[src/rtl/sign_mag_accumulator.sv]
// rtl/sign_mag_accumulator.sv - edge-triggered sign-magnitude accumulator with saturation and 7-segment output
module sign_mag_accumulator #(
    parameter int MAG_BITS = 3,
    parameter int ACC_BITS = 7,
    parameter int CNT_BITS = 4
) (
    input  logic                clk_2,
    input  logic                reset,
    input  logic                operand_sign,
    input  logic [MAG_BITS-1:0] operand_mag,
    input  logic                op,
    input  logic                enter,
    input  logic                clear,
    output logic                acc_sign,
    output logic [ACC_BITS-1:0] acc_mag,
    output logic                overflow,
    output logic                busy,
    output logic                result_valid,
    output logic [CNT_BITS-1:0] op_count,
    output logic [7:0]          seg
);

    typedef enum logic [1:0] {S_IDLE, S_EXEC, S_DONE} state_t;

    localparam logic [ACC_BITS-1:0] MAG_MAX = '1;

    state_t              state_q, state_d;
    logic                enter_q, enter_d;
    logic                opnd_sign_q, opnd_sign_d;
    logic [ACC_BITS-1:0] opnd_mag_q, opnd_mag_d;
    logic                acc_sign_q, acc_sign_d;
    logic [ACC_BITS-1:0] acc_mag_q, acc_mag_d;
    logic                overflow_q, overflow_d;
    logic                busy_q, busy_d;
    logic                result_valid_q, result_valid_d;
    logic [CNT_BITS-1:0] op_count_q, op_count_d;

    logic                enter_edge;
    logic [ACC_BITS:0]   sum_w;
    logic                res_sign;
    logic [ACC_BITS-1:0] res_mag;
    logic                res_ovf;
    logic [6:0]          seg_digit;

    assign enter_edge = enter & ~enter_q;
    assign sum_w      = {1'b0, acc_mag_q} + {1'b0, opnd_mag_q};

    // Opposite signs with equal magnitudes fall through to +0 so -0 never appears.
    always_comb begin
        res_sign = 1'b0;
        res_mag  = '0;
        res_ovf  = 1'b0;
        if (opnd_sign_q == acc_sign_q) begin
            res_sign = acc_sign_q;
            if (sum_w[ACC_BITS]) begin
                res_mag = MAG_MAX;
                res_ovf = 1'b1;
            end else begin
                res_mag = sum_w[ACC_BITS-1:0];
            end
        end else if (acc_mag_q > opnd_mag_q) begin
            res_sign = acc_sign_q;
            res_mag  = acc_mag_q - opnd_mag_q;
        end else if (acc_mag_q < opnd_mag_q) begin
            res_sign = opnd_sign_q;
            res_mag  = opnd_mag_q - acc_mag_q;
        end
    end

    always_comb begin
        state_d        = state_q;
        enter_d        = enter;
        opnd_sign_d    = opnd_sign_q;
        opnd_mag_d     = opnd_mag_q;
        acc_sign_d     = acc_sign_q;
        acc_mag_d      = acc_mag_q;
        overflow_d     = overflow_q;
        busy_d         = busy_q;
        result_valid_d = result_valid_q;
        op_count_d     = op_count_q;
        if (clear) begin
            state_d        = S_IDLE;
            acc_sign_d     = 1'b0;
            acc_mag_d      = '0;
            overflow_d     = 1'b0;
            busy_d         = 1'b0;
            result_valid_d = 1'b0;
            op_count_d     = '0;
        end else begin
            case (state_q)
                S_IDLE: begin
                    result_valid_d = 1'b0;
                    busy_d         = 1'b0;
                    if (enter_edge) begin
                        opnd_sign_d = operand_sign ^ op;
                        opnd_mag_d  = {{(ACC_BITS-MAG_BITS){1'b0}}, operand_mag};
                        busy_d      = 1'b1;
                        state_d     = S_EXEC;
                    end
                end
                S_EXEC: begin
                    acc_sign_d     = res_sign;
                    acc_mag_d      = res_mag;
                    overflow_d     = overflow_q | res_ovf;
                    result_valid_d = 1'b1;
                    op_count_d     = op_count_q + CNT_BITS'(1);
                    state_d        = S_DONE;
                end
                S_DONE: begin
                    result_valid_d = 1'b0;
                    busy_d         = 1'b0;
                    state_d        = S_IDLE;
                end
                default: begin
                    result_valid_d = 1'b0;
                    busy_d         = 1'b0;
                    state_d        = S_IDLE;
                end
            endcase
        end
    end

    always_ff @(posedge clk_2) begin
        if (reset) begin
            state_q        <= S_IDLE;
            enter_q        <= 1'b0;
            opnd_sign_q    <= 1'b0;
            opnd_mag_q     <= '0;
            acc_sign_q     <= 1'b0;
            acc_mag_q      <= '0;
            overflow_q     <= 1'b0;
            busy_q         <= 1'b0;
            result_valid_q <= 1'b0;
            op_count_q     <= '0;
        end else begin
            state_q        <= state_d;
            enter_q        <= enter_d;
            opnd_sign_q    <= opnd_sign_d;
            opnd_mag_q     <= opnd_mag_d;
            acc_sign_q     <= acc_sign_d;
            acc_mag_q      <= acc_mag_d;
            overflow_q     <= overflow_d;
            busy_q         <= busy_d;
            result_valid_q <= result_valid_d;
            op_count_q     <= op_count_d;
        end
    end

    always_comb begin
        case (acc_mag_q[3:0])
            4'h0: seg_digit = 7'h3F;
            4'h1: seg_digit = 7'h06;
            4'h2: seg_digit = 7'h5B;
            4'h3: seg_digit = 7'h4F;
            4'h4: seg_digit = 7'h66;
            4'h5: seg_digit = 7'h6D;
            4'h6: seg_digit = 7'h7D;
            4'h7: seg_digit = 7'h07;
            4'h8: seg_digit = 7'h7F;
            4'h9: seg_digit = 7'h6F;
            4'hA: seg_digit = 7'h77;
            4'hB: seg_digit = 7'h7C;
            4'hC: seg_digit = 7'h39;
            4'hD: seg_digit = 7'h5E;
            4'hE: seg_digit = 7'h79;
            default: seg_digit = 7'h71;
        endcase
    end

    assign acc_sign     = acc_sign_q;
    assign acc_mag      = acc_mag_q;
    assign overflow     = overflow_q;
    assign busy         = busy_q;
    assign result_valid = result_valid_q;
    assign op_count     = op_count_q;
    assign seg          = {acc_sign_q, seg_digit};

endmodule

[config.mk]
export PLATFORM = sky130hd
export DESIGN_NAME = sign_mag_accumulator
export DESIGN_NICKNAME = d
export VERILOG_FILES = /design/src/rtl/sign_mag_accumulator.sv
export SDC_FILE = /design/constraint.sdc
export NUM_CORES = 1
export LEC_CHECK = 0
export ABC_AREA = 1
export CAP_MARGIN = 20
export CORE_AREA = 3 3 71 73
export CTS_CLUSTER_SIZE = 12
export DETAILED_ROUTE_END_ITERATION = 10
export DIE_AREA = 0 0 74 76
export HOLD_SLACK_MARGIN = 0.03
export PLACE_DENSITY = 0.65
export SYNTH_ARGS = -nofsm -noshare
export SYNTH_HDL_FRONTEND = slang
export SYNTH_SLANG_ARGS = --single-unit
[constraint.sdc]
create_clock -name clk_2 -period 3.95 [get_ports clk_2]
set_input_delay 0.79 -clock clk_2 [delete_from_list [all_inputs] [get_ports clk_2]]
set_output_delay 0.79 -clock clk_2 [all_outputs]
set_load 0.01 [all_outputs]
---- Word level (Yosys, flattened, before mapping) ----
Memory sizes are Yosys's and may differ from the RTL's. A register that Yosys moved wholly into a read port is not among the register bits.
Cells that the tools add are included.
storage, ports and cells
  bits in read-only memories .............. 112
  memories ................................ 1
  bits in registers ....................... 22
cells by class
  bitwise operators ....................... 7
  multiplexer cells ....................... 14
  add/sub/neg operators ................... 4
  reduce and logical (&&, ||, !) cells .... 4
  $lt $le $gt $ge ......................... 2
  eq/ne operators ......................... 3
memory list
  name             depth  bits a word  rd ports  clocked after Yosys merged registers in  write ports  line  text
  (no name shown)  16     7            1         1                                        0            150   case (acc_mag_q[3:0])
operators with widths
  kind                   number
  $mux W7                4
  $add A7 B3 Y8          1
  $mux W4                2
  $gt A7 B3 Y1           1
  $lt A7 B3 Y1           1
  $sub A3 B7 Y7          1
  $sub A7 B3 Y7          1
  $reduce_and A3 Y1      2
  $mux W1                5
  $add A4 B1 Y4 const B  1
  $not A1 Y1             4
  $pmux W2 S2            1
  $eq A2 B1 Y1 const B   1
  $logic_not A2 Y1       1
  $mux W2                1
  $ne A2 B2 Y1 const B   1
  $pmux W1 S2            1
  $reduce_or A2 Y1       1
  $and A1 B1 Y1          1
  $eq A1 B1 Y1           1
  $or A1 B1 Y1           1
  $xor A1 B1 Y1          1

---- Longest topological paths before layout ----
  depth after elaboration ................. 6
  mapped depth ............................ 20

---- Worst setup path after synthesis ----
OpenSTA, ideal clock, no wires.
  path kind ............................... reg2reg
  from .................................... reg acc_mag_q[1] (netlist: acc_mag[1])
  to ...................................... reg seg_digit[3] (netlist name)
  path slack .............................. 1.559 ns
  stages on the path, launching flop included .. 16
  data required time ...................... 3.838 ns
  clock period less this slack ............ 2.391 ns
  setup time .............................. 0.112 ns
  path buffers ............................ 0
  data arrival time ....................... 2.279 ns
  cells stage by stage .................... dfxtp_1 inv_1 ha_1 nor2_1 nand2_1 nand2_1 nand3_2 nand3_1 o21ai_2 nor2_1 inv_1 ha_1 inv_1 nand3_1 nand3_1 nand2_1
between the ends
  word-level cells in the longest chain between the ends .. 6
  elaborated cells between the ends (all ways) .. 11
RTL lines
  item                                                  line    text
  start: declaration                                    32      logic [ACC_BITS-1:0] acc_mag_q, acc_mag_d;
  start signal: assignment                              141     acc_mag_q <= acc_mag_d;
  $sub A3 B7 Y7 / $lt A7 B3 Y1 (equally long branches)  66, 64
  $mux W7                                               64      end else if (acc_mag_q < opnd_mag_q) begin
  $mux W7                                               61      end else if (acc_mag_q > opnd_mag_q) begin
  $mux W7                                               53      if (opnd_sign_q == acc_sign_q) begin
  $mux W4 (no line) * (2 in a row)                      -
Mark *: on every way between the ends. The rest lies on a longest branch, timed or not.
A chain may end at the register's enable or synchronous reset.

---- Final worst setup path ----
  from .................................... reg acc_mag_q[2] (netlist: acc_mag[2])
  to ...................................... reg seg_digit[3] (netlist name)
between the ends
  word-level cells in the longest chain between the ends .. 6
  elaborated cells between the ends (all ways) .. 11
RTL lines
  item                                                  line
  $sub A3 B7 Y7 / $lt A7 B3 Y1 (equally long branches)  66, 64
  $mux W7                                               64
  $mux W7                                               61
  $mux W7                                               53
  $mux W4 (no line) * (2 in a row)                      -
Marked as above.

==> summary.md <==
| Metric | Value |
|---|---|
| Depth of the most critical reg-to-reg path | 17 |
| Post-CTS Resized | 0 |
| Flop2flop setup slack | 1.11 ns |
| Crit-path cells | inv_1 > ha_1 > inv_1 > a21oi_1 > nand2_1 > nand2_2 > a21oi_1 > nand2_1 > nand2_1 > nand2_1 > inv_1 > ha_1 > inv_1 > nand3_1 > nand2_1 > nand2_1 > nand2_1 |
| H-tree depth | 2 |
| Final ANT Viol Nets | 0 |
| Most common cell after layout, fill and taps aside | nand2_1 |
| Nets@finish | 342 |
| # Post-CTS Setup Buffers | 0 |
| Area of the multi-input gates | 1200 sq um |
| Synth top area share | 29.4% |
| Placeable Area | 4410 sq um |
| Critical R2R Launch | acc_mag[2]$_SDFFE_PP0P_ |
| Max cap viols | 0 |
| Reg clk slew, reported paths | 0.06 ns |
| FF+latch area | 581 sq um |
| Initial antenna violation count | 0 |
| Leakage | 0.00110 uW |
| RR Endpoint | seg_digit[3]$_DFF_P_ |
| Largest area contributor in the netlist | dfxtp_1 |
| Cts bufs inserted | 5 |
| Final setup viols | 0 |
| Port Buffers | 31 |
| Filler Cell Count | 426 |
| Final min period | 2.84 ns |
| Pre-antenna DRT Iters | 4 |
| Layout area overhead | 22.2% |
| # diodes | 0 |
| Top Ports | 32 |
| PD cells | 269 nW/um^2 |
| Global-route wire length before repair | 7.42 mm |
| Initial core utilization | 44.7% |
| TritonCTS clock tree | built |
| Worst Hold Endpoint | busy$_SDFFE_PP0N_ |
| Worst hold path class | reg2reg |
| Outcome | finished clean |
| Worst Skew | 0.00753 ns |
| Hold Crit Start | busy$_SDFFE_PP0N_ |
| Final setup TNS | 0 ns |
| Via density per instance | 4.90 |
| Chip Width | 74 um |
| Top cells by area, synth | dfxtp_1 (29%), nand2_1 (12%), ha_1 (11%), nand3_1 (7.1%), inv_1 (7.0%) |
| Most used cell, CP | nand2_1 |
| Hold depth | 2 |
| Site Rows | 24 |
| Syn Std Cell Area | 1970 sq um |
| Mean post-synth cell area | 7.08 sq um |
| CP max FO | 10 |
| Most frequent cells in the layout | nand2_1 (65), inv_1 (37), clkdlybuf4s50_1 (31) |
| Synthesis Warnings | 0 |
| CP peak stage delay | 0.51 ns |
| Vias in the first global route | 1642 |
| Post-route DRC | 0 |
| Die ar. | 5620 sq um |
| WS Path Type | reg2reg |
| Hold Fails Final Rpt | 0 |
| DP HPWL | 3.27 mm |
| Largest net degree at the start of global routing | 16 |
| RSZ-0062 raised after global routing | false |
| Vias | 1794 |
| Smallest hold slack | 0.466 ns |
| Fin. max-slew vios | 0 |
| Library cells used by synthesis | 38 |
| CTS Buffer Depth | 2 |
| Startpoint types | flop |
| Layout cells sized above 1 | 11.1% |
| Crit path buf inv count | 4 |
| Gp weighted congestion | 0.817 |
| Critical Path AT | 3.07 ns |
| Max frequency | 0.352 GHz |
| Chip Height | 76 um |
| Syn_nets | 308 |
| Cells after Synth | 279 |
| Detailed Route WL | 4.21 mm |
| CP endpoint kind | flop |
| Seq/Total Area, Yosys | 29.4% |
| Wire per inst | 11.5 um |
| Slew at the pin closest to its max-slew limit | 0.488 ns |
| Req. time, crit path | 4.18 ns |
| Buffer type at the clock tree root | clkbuf_8 |
| CP delay by family, top | simple AND/OR/NAND/NOR gates |
| #FFs+latches synth | 29 |
| VDD IR max | 219 uV |
| CP max stage cell | ha_1 |
| Clk_lat worst skew | 0.28 ns |
| Final period util | 72.0% |
| Hold buffers post-CTS | 0 |
| Initial drt markers | 109 |
| Tot GR Track Use | 16.7% |
| Clk sinks | 29 |
| GRT overflow | 0 |
| Relative slew margins | 67.5% |
cells in the mapped netlist, drive strengths merged:
library cell	instances
a31oi	1
clkbuf	3
o21a	1
nand4	1
nor3	2
xor2	4
o21ai	14
nor2	32
ha	17
fa	3
nand2	76
nand3b	1
xnor2	2
buf	3
a211oi	1
o211ai	2
o31ai	1
a41oi	1
inv	42
a21oi	12
a21o	1
nand3	29
dfxtp	29
or4	1
through the flow:
step / setup WS, ns / utilization, % / total power (uW) / instances / area (sq um)
after floorplan: 1.56 / - / 394 / 279 / 1970
final: 1.11 / 54.6 / 649 / 366 / 2410
after CTS: 1.08 / 54.6 / 661 / 366 / 2410
after global placement: 1.09 / 52.8 / 427 / 358 / 2330
after detailed placement: 1.03 / 52.8 / 428 / 358 / 2330
after global routing: 0.734 / 54.6 / 688 / 366 / 2410
where the power goes:
group | internal (uW) | leakage, uW | switching (uW) | total, uW
Clock | 122 | 0.0000450 | 107 | 228
Sequential | 300 | 0.000235 | 6.37 | 306
Combinational | 46.2 | 0.000825 | 68.5 | 115
Total | 468 | 0.00110 | 182 | 649
state kept, by name (all words and copies together), names as in the netlist:
name,cells
overflow,1
state_q,2
opnd_mag_q,3
seg_digit,7
acc_sign,1
result_valid,1
enter_q,1
busy,1
acc_mag,7
opnd_sign_q,1
op_count,4
tightest hold or removal path, cell delays in order, from the launching register on:
cell	delay [ns]
dfxtp_1	0.33
nand2_1	0.05
o21ai_0	0.06
final cells by class:
type / count / share of cell area, %
Clock buffer: 6 / 3.01
Timing Repair Buffer: 33 / 13.5
Tap cell: 52 / 2.70
Sequential cell: 29 / 24.1
Inverter: 42 / 6.64
Multi-Input combinational cell: 202 / 49.7
Clock inverter: 2 / 0.415
worst max-delay path by stage:
stage                     depth (start not counted)                     from                    to  slack [ns]
final                                            17  acc_mag[2]$_SDFFE_PP0P_  seg_digit[3]$_DFF_P_        1.11
after global routing                             17  acc_mag[2]$_SDFFE_PP0P_  seg_digit[3]$_DFF_P_        0.73
after CTS                                        17  acc_mag[2]$_SDFFE_PP0P_  seg_digit[3]$_DFF_P_        1.08
after detailed placement                         11                    reset  seg_digit[3]$_DFF_P_        1.03
after global placement                           11                    reset  seg_digit[3]$_DFF_P_        1.09
after floorplan                                  15  acc_mag[1]$_SDFFE_PP0P_  seg_digit[3]$_DFF_P_        1.56
metal layers:
metal | global-route usage [%] | share of wire [%]
met1 | 24.3 | 51
met2 | 23.6 | 43
met3 | 3.96 | 4.8
met4 | 5.98 | 1.3
met5 | 0 | 0
logic make-up after synthesis:
kind of cell             after synthesis  share of synthesized area, %
AO/OA/AOI/OAI                         34                          10.6
XOR/XNOR                               6                          3.04
adder cells (fa/ha/maj)               20                          13.8
buffers and inverters                 48                          9.89
flip-flops                            29                          29.4
AND/OR/NAND/NOR                      142                          33.3
Note: power is estimated with default switching activity, not from simulation.
